$ cat src/rtl/alarm_ctrl_if.sv
// rtl/alarm_ctrl_if.sv - button/time inputs and alarm status outputs of alarm_ctrl
interface alarm_ctrl_if;
  logic        en;
  logic [15:0] time_hm;
  logic [15:0] alarm_hm;
  logic        sec_tick;
  logic        min_tick;
  logic        snooze;
  logic        dismiss;
  logic        ringing;
  logic        buzz;
  logic        snoozing;
  logic [1:0]  state;
  logic [2:0]  snooze_left;

  // Clock core / buttons side: drives time, ticks and button pulses, observes status.
  modport master (
    output en, time_hm, alarm_hm, sec_tick, min_tick, snooze, dismiss,
    input  ringing, buzz, snoozing, state, snooze_left
  );

  // Alarm controller side.
  modport slave (
    input  en, time_hm, alarm_hm, sec_tick, min_tick, snooze, dismiss,
    output ringing, buzz, snoozing, state, snooze_left
  );
endinterface

$ cat src/rtl/alarm_ctrl.sv
// rtl/alarm_ctrl.sv - alarm compare, ring timeout and snooze state machine
module alarm_ctrl #(
  parameter int SNOOZE_MIN   = 9,
  parameter int RING_MAX_MIN = 10,
  parameter int MAX_SNOOZE   = 3
) (
  input  logic         clk,
  input  logic         rst_btn,
  alarm_ctrl_if.slave  bus
);

  typedef enum logic [1:0] {
    ST_IDLE   = 2'b00,
    ST_RING   = 2'b01,
    ST_SNOOZE = 2'b10
  } state_e;

  localparam logic [5:0] SNZ_INIT  = 6'(SNOOZE_MIN);
  localparam logic [5:0] RING_MAX  = 6'(RING_MAX_MIN);
  localparam logic [2:0] LEFT_INIT = 3'(MAX_SNOOZE);

  logic       rst_meta_q;
  logic       rst_n_q;

  state_e     state_q,    state_d;
  logic       phase_q,    phase_d;
  logic       fired_q,    fired_d;
  logic [5:0] ring_cnt_q, ring_cnt_d;
  logic [5:0] snz_cnt_q,  snz_cnt_d;
  logic [2:0] left_q,     left_d;
  logic       ringing_q,  ringing_d;
  logic       snoozing_q, snoozing_d;
  logic       buzz_q,     buzz_d;

  logic       match;
  logic [5:0] ring_inc;

  assign match    = (bus.time_hm == bus.alarm_hm);
  assign ring_inc = ring_cnt_q + 6'd1;

  // Reset synchronizer: the board pin clears everything at once, release waits two clk edges.
  always_ff @(posedge clk or negedge rst_btn) begin
    if (!rst_btn) begin
      rst_meta_q <= 1'b0;
      rst_n_q    <= 1'b0;
    end else begin
      rst_meta_q <= 1'b1;
      rst_n_q    <= rst_meta_q;
    end
  end

  // State register plus registered outputs.
  always_ff @(posedge clk or negedge rst_n_q) begin
    if (!rst_n_q) begin
      state_q    <= ST_IDLE;
      phase_q    <= 1'b0;
      fired_q    <= 1'b0;
      ring_cnt_q <= 6'd0;
      snz_cnt_q  <= 6'd0;
      left_q     <= LEFT_INIT;
      ringing_q  <= 1'b0;
      snoozing_q <= 1'b0;
      buzz_q     <= 1'b0;
    end else begin
      state_q    <= state_d;
      phase_q    <= phase_d;
      fired_q    <= fired_d;
      ring_cnt_q <= ring_cnt_d;
      snz_cnt_q  <= snz_cnt_d;
      left_q     <= left_d;
      ringing_q  <= ringing_d;
      snoozing_q <= snoozing_d;
      buzz_q     <= buzz_d;
    end
  end

  // Next-state logic; entry rules set phase, so a coincident sec_tick never toggles it on entry.
  always_comb begin
    state_d    = state_q;
    phase_d    = phase_q;
    fired_d    = fired_q;
    ring_cnt_d = ring_cnt_q;
    snz_cnt_d  = snz_cnt_q;
    left_d     = left_q;

    unique case (state_q)
      ST_IDLE: begin
        if (bus.en && match && !fired_q) begin
          state_d    = ST_RING;
          ring_cnt_d = 6'd0;
          phase_d    = 1'b1;
          left_d     = LEFT_INIT;
          fired_d    = 1'b1;
        end
      end
      ST_RING: begin
        if (!bus.en || bus.dismiss) begin
          state_d = ST_IDLE;
        end else if (bus.snooze && (left_q != 3'd0)) begin
          state_d   = ST_SNOOZE;
          snz_cnt_d = SNZ_INIT;
          left_d    = left_q - 3'd1;
        end else begin
          if (bus.min_tick) begin
            ring_cnt_d = ring_inc;
            if (ring_inc == RING_MAX) begin
              state_d = ST_IDLE;
            end
          end
          if (bus.sec_tick && (state_d == ST_RING)) begin
            phase_d = ~phase_q;
          end
        end
      end
      ST_SNOOZE: begin
        if (!bus.en || bus.dismiss) begin
          state_d = ST_IDLE;
        end else if (bus.min_tick) begin
          snz_cnt_d = snz_cnt_q - 6'd1;
          if (snz_cnt_q == 6'd1) begin
            state_d    = ST_RING;
            ring_cnt_d = 6'd0;
            phase_d    = 1'b1;
          end
        end
      end
      default: begin
        state_d = ST_IDLE;
      end
    endcase

    // Re-arming only happens once the alarm minute has passed.
    if (!match) begin
      fired_d = 1'b0;
    end
  end

  // Output decode from next state so the registered outputs line up with state_q.
  always_comb begin
    ringing_d  = (state_d == ST_RING);
    snoozing_d = (state_d == ST_SNOOZE);
    buzz_d     = (state_d == ST_RING) && phase_d;
  end

  assign bus.ringing     = ringing_q;
  assign bus.snoozing    = snoozing_q;
  assign bus.buzz        = buzz_q;
  assign bus.state       = state_q;
  assign bus.snooze_left = left_q;

endmodule

$ cat src/flat_wrapper.sv
// flat-port wrapper written by rule: the top's interface ports become plain ports
module alarm_ctrl_flat 
#(
  parameter int SNOOZE_MIN   = 9,
  parameter int RING_MAX_MIN = 10,
  parameter int MAX_SNOOZE   = 3
)
  (clk, rst_btn, bus_en, bus_time_hm, bus_alarm_hm, bus_sec_tick, bus_min_tick, bus_snooze, bus_dismiss, bus_ringing, bus_buzz, bus_snoozing, bus_state, bus_snooze_left);
  alarm_ctrl_if bus_i ();
  input  logic clk;
  input  logic rst_btn;
  input wire logic [$bits(bus_i.en)-1:0] bus_en;
  input wire logic [$bits(bus_i.time_hm)-1:0] bus_time_hm;
  input wire logic [$bits(bus_i.alarm_hm)-1:0] bus_alarm_hm;
  input wire logic [$bits(bus_i.sec_tick)-1:0] bus_sec_tick;
  input wire logic [$bits(bus_i.min_tick)-1:0] bus_min_tick;
  input wire logic [$bits(bus_i.snooze)-1:0] bus_snooze;
  input wire logic [$bits(bus_i.dismiss)-1:0] bus_dismiss;
  output wire logic [$bits(bus_i.ringing)-1:0] bus_ringing;
  output wire logic [$bits(bus_i.buzz)-1:0] bus_buzz;
  output wire logic [$bits(bus_i.snoozing)-1:0] bus_snoozing;
  output wire logic [$bits(bus_i.state)-1:0] bus_state;
  output wire logic [$bits(bus_i.snooze_left)-1:0] bus_snooze_left;
  assign bus_i.en = bus_en;
  assign bus_i.time_hm = bus_time_hm;
  assign bus_i.alarm_hm = bus_alarm_hm;
  assign bus_i.sec_tick = bus_sec_tick;
  assign bus_i.min_tick = bus_min_tick;
  assign bus_i.snooze = bus_snooze;
  assign bus_i.dismiss = bus_dismiss;
  assign bus_ringing = bus_i.ringing;
  assign bus_buzz = bus_i.buzz;
  assign bus_snoozing = bus_i.snoozing;
  assign bus_state = bus_i.state;
  assign bus_snooze_left = bus_i.snooze_left;
  alarm_ctrl #(.SNOOZE_MIN(SNOOZE_MIN), .RING_MAX_MIN(RING_MAX_MIN), .MAX_SNOOZE(MAX_SNOOZE)) u_core (.clk(clk), .rst_btn(rst_btn), .bus(bus_i));
endmodule
$ cat config.mk
export PLATFORM = sky130hd
export DESIGN_NAME = alarm_ctrl_flat
export DESIGN_NICKNAME = d
export VERILOG_FILES = /design/src/rtl/alarm_ctrl_if.sv /design/src/rtl/alarm_ctrl.sv /design/src/flat_wrapper.sv
export SDC_FILE = /design/constraint.sdc
export NUM_CORES = 1
export LEC_CHECK = 0
export BUFFER_PORTS_ARGS = -buffer_cell sky130_fd_sc_hd__clkbuf_2
export CORE_UTILIZATION = 56
export DETAILED_ROUTE_END_ITERATION = 8
export PLACE_DENSITY_LB_ADDON = 0.12
export SYNTH_ARGS = -nofsm -noshare
export SYNTH_HDL_FRONTEND = slang
export SYNTH_SLANG_ARGS = --single-unit
$ cat constraint.sdc
create_clock -name clk -period 1.48 [get_ports clk]
set_clock_uncertainty 0.05 [all_clocks]
set_input_delay 0.074 -clock clk [delete_from_list [all_inputs] [get_ports clk]]
set_output_delay 0.074 -clock clk [all_outputs]
set_load 0.01 [all_outputs]
==> results.yml <==
cells_and_area:
  layout-drive-gt1-share_pct: 57.2
  regArea_um2: 604
  syn2layout_area_growth_pct: 63.8
  fillers: 51
  multi_input_area_um2: 1210
  post-route-cell-area_um2: 2670
  fin_nets: 329
  n_antenna_cell: 0
logic_synthesis:
  ys_warn_count: 0
  synth_common_cells: "22 x dfrtp_1, 19 x xor2_1, 16 x nor2_1, 9 x inv_1, 9 x nand2_1"
  synthFlopType: "dfrtp_1"
  synthArstFlopShare_pct: 100
  ys_types: 51
  synth_area_per_cell_um2: 9.36
  synth-edff-count: 0
  synth_top_area_share_pct: 33.8
  synth_top_area_cell: "dfrtp_1"
  synth_seq_cells: 24
  synthCells: 174
  ys_top_cells_by_area: "dfrtp_1 34%, xor2_1 10%, ha_1 4.6%"
  syn_nets: 219
  netlist_area_um2: 1630
  seq_area_frac_synth_pct: 37.0
  synth.most_common_cell: "dfrtp_1"
detailed_routing:
  drt-initial-drc-count: 279
  detail_route.wl_per_cell_um: 23.7
  postRouteAntennaNets: 0
  first_pass_iters: 5
  drc: 0
  wl_um: 7440
  via_per_inst: 6.75
  vias: 2118
floorplanning:
  initial_core_util_pct: 59.0
  die_y_um: 55.9
  coreArea_um2: 2760
  fp.dieArea_um2: 3130
  num_rows: 19
  ios: 47
  die_w_um: 55.9
placed_design:
  postPlaceCellArea_um2: 2300
  numPortBuffers: 46
  dp_hpwl_um: 3530
  routabilityCongestion: 0.821
  dp_slack_ns: -0.447
critical_path:
  cp-end-kind: "register"
  reg2reg_depth: 8
  path_class: "reg2reg"
  critical_path.max_fanout: 4
  rr_startpoint: "u_core.ring_cnt_q[1]"
  crit_arrival_ns: 2.26
  required_ns: 1.67
  cp-start-kind: "register"
  r2r_slack_ns: -0.59
  r2r_end: "u_core.bus.buzz"
pwr:
  p_leak_nw: 1.23
  power_mw: 1.53
  power_density_nw_per_um2: 575
  ir_drop_mv: 0.875
clock_tree:
  cts.path.max_buffers: 2
  cts_made_buffers: 3
  clock-sinks: 24
  cts_tree: "built"
  htree_levels: 1
  cts_root_buf: "clkbuf_4"
  clkTransAtPathRegs_ns: 0.15
  clock_latency_ns: 0.32
global_route:
  overflow: 0
  grt_pass1_wl_um: 8340
  grt_pass1_vias: 1993
  grt_usage_pct: 33.8
  grt_max_degree: 23
  antenna_found_initial: 0
sta:
  fin_crit_sh_pct: 140
  fin_tns_setup_ns: -6.37
  setup_viol: 22
  setup_slack_ns: -0.590
  fin_crit_ns: 2.07
  drv_slew: 0
  timing.fmax_mhz: 483
  hold_ws_ns: 0.00898
  hold_viol: 0
  rsz0062_at_grt: "true"
min_path:
  min_path_type: "in2async"
run_status:
  violations: "negative setup slack"
  outcome: "finished, violations left"
flow_run:
  cap_violations: 0
registers in the layout, summed over array words and instances, names as in the netlist:
register and flops:
u_core.bus.buzz 1, u_core.bus.ringing 1, u_core.bus.snooze_left 3, u_core.bus.snoozing 1, u_core.bus.state 2, u_core.fired_q 1
u_core.phase_q 1, u_core.ring_cnt_q 6, u_core.rst_meta_q 1, u_core.rst_n_q 1, u_core.snz_cnt_q 6
logic make-up (layout without fill, tap and decap cells):
family / count (synthesis) / after routing / synth area share, %
AND/OR/NAND/NOR: 68 / 68 / 25.3
AO/OA/AOI/OAI: 39 / 39 / 17.1
flip-flops: 24 / 24 / 37.0
XOR/XNOR: 20 / 20 / 10.8
buffers and inverters: 13 / 122 / 3.07
adder cells (fa/ha/maj): 6 / 6 / 4.61
multiplexers: 3 / 3 / 1.92
other: 1 / 1 / 0.230
worst max-delay path by stage:
stage,start,end,slack [ns],cells past startpoint
final,u_core.ring_cnt_q[1],u_core.bus.buzz,-0.59,8
after global routing,u_core.ring_cnt_q[1],u_core.bus.buzz,-0.61,8
after CTS,u_core.ring_cnt_q[1],u_core.bus.buzz,-0.41,6
after detailed placement,u_core.bus.snooze_left[1],u_core.bus.buzz,-0.45,7
after global placement,u_core.bus.snooze_left[0],u_core.bus.buzz,-0.37,7
after floorplan,u_core.bus.snooze_left[0],u_core.ring_cnt_q[1],-0.40,7
cells in the final DEF (no fill, tap or decap), types with 3 or more instances in the layout:
master     n
xor2_1    18
nor4_2     3
nand2_1    7
buf_4     54
o21a_1     3
nand4_1    3
buf_6      7
inv_2      3
nor3_1     4
a21oi_1    7
dfrtp_1   21
o21ai_1    3
ha_1       3
nor2_1    14
clkbuf_2  46
inv_1      6
clkbuf_4   3
nand3_1    5
a31oi_1    3
repair_timing:
action                                 4_1_cts  5_1_grt
endpoints found under the hold margin        2        0
setup endpoints to repair                   18       22
resized for setup                           21       26
cloned                                       0        0
buffers inserted                             6        8
pin swaps                                   11       12
hold buffers                                 1        0
report_power, final:
part           total [mW]  internal (mW)  switching [mW]
clock               0.499          0.274           0.226
combinational       0.354          0.169           0.186
sequential          0.680          0.671         0.00910
layer usage:
metal  GRT usage, %  share of wire [%]  vias to the layer above
li1               -                  -                      856
met1           36.7                 33                      957
met2           63.5                 48                      228
met3           5.35                 11                       77
met4           16.4                8.2                        0
met5              0                  0                        -
worst max-delay path, stage by stage (launching register included):
cell	delay [ns]
dfrtp_2	0.49
inv_2	0.07
ha_2	0.16
nand3b_1	0.24
nor3_2	0.36
buf_4	0.17
buf_4	0.12
nor3b_1	0.06
a221oi_2	0.27
metrics by stage:
stage / std cells / util (%)
after floorplan: 174 / -
after global placement: 297 / 83.4
after detailed placement: 297 / 83.4
after CTS: 307 / 90.6
after global routing: 314 / 96.7
final: 314 / 96.7
cell type report:
type                    count  area share (%)
well taps                  31            1.45
multi-input cells         137            45.3
clock buffers               3           0.845
repair buffers            108            27.2
flip-flops and latches     24            22.7
clock inverters             1            1.13
inverters                  10            1.41
Note: power is estimated with default switching activity, not from simulation.
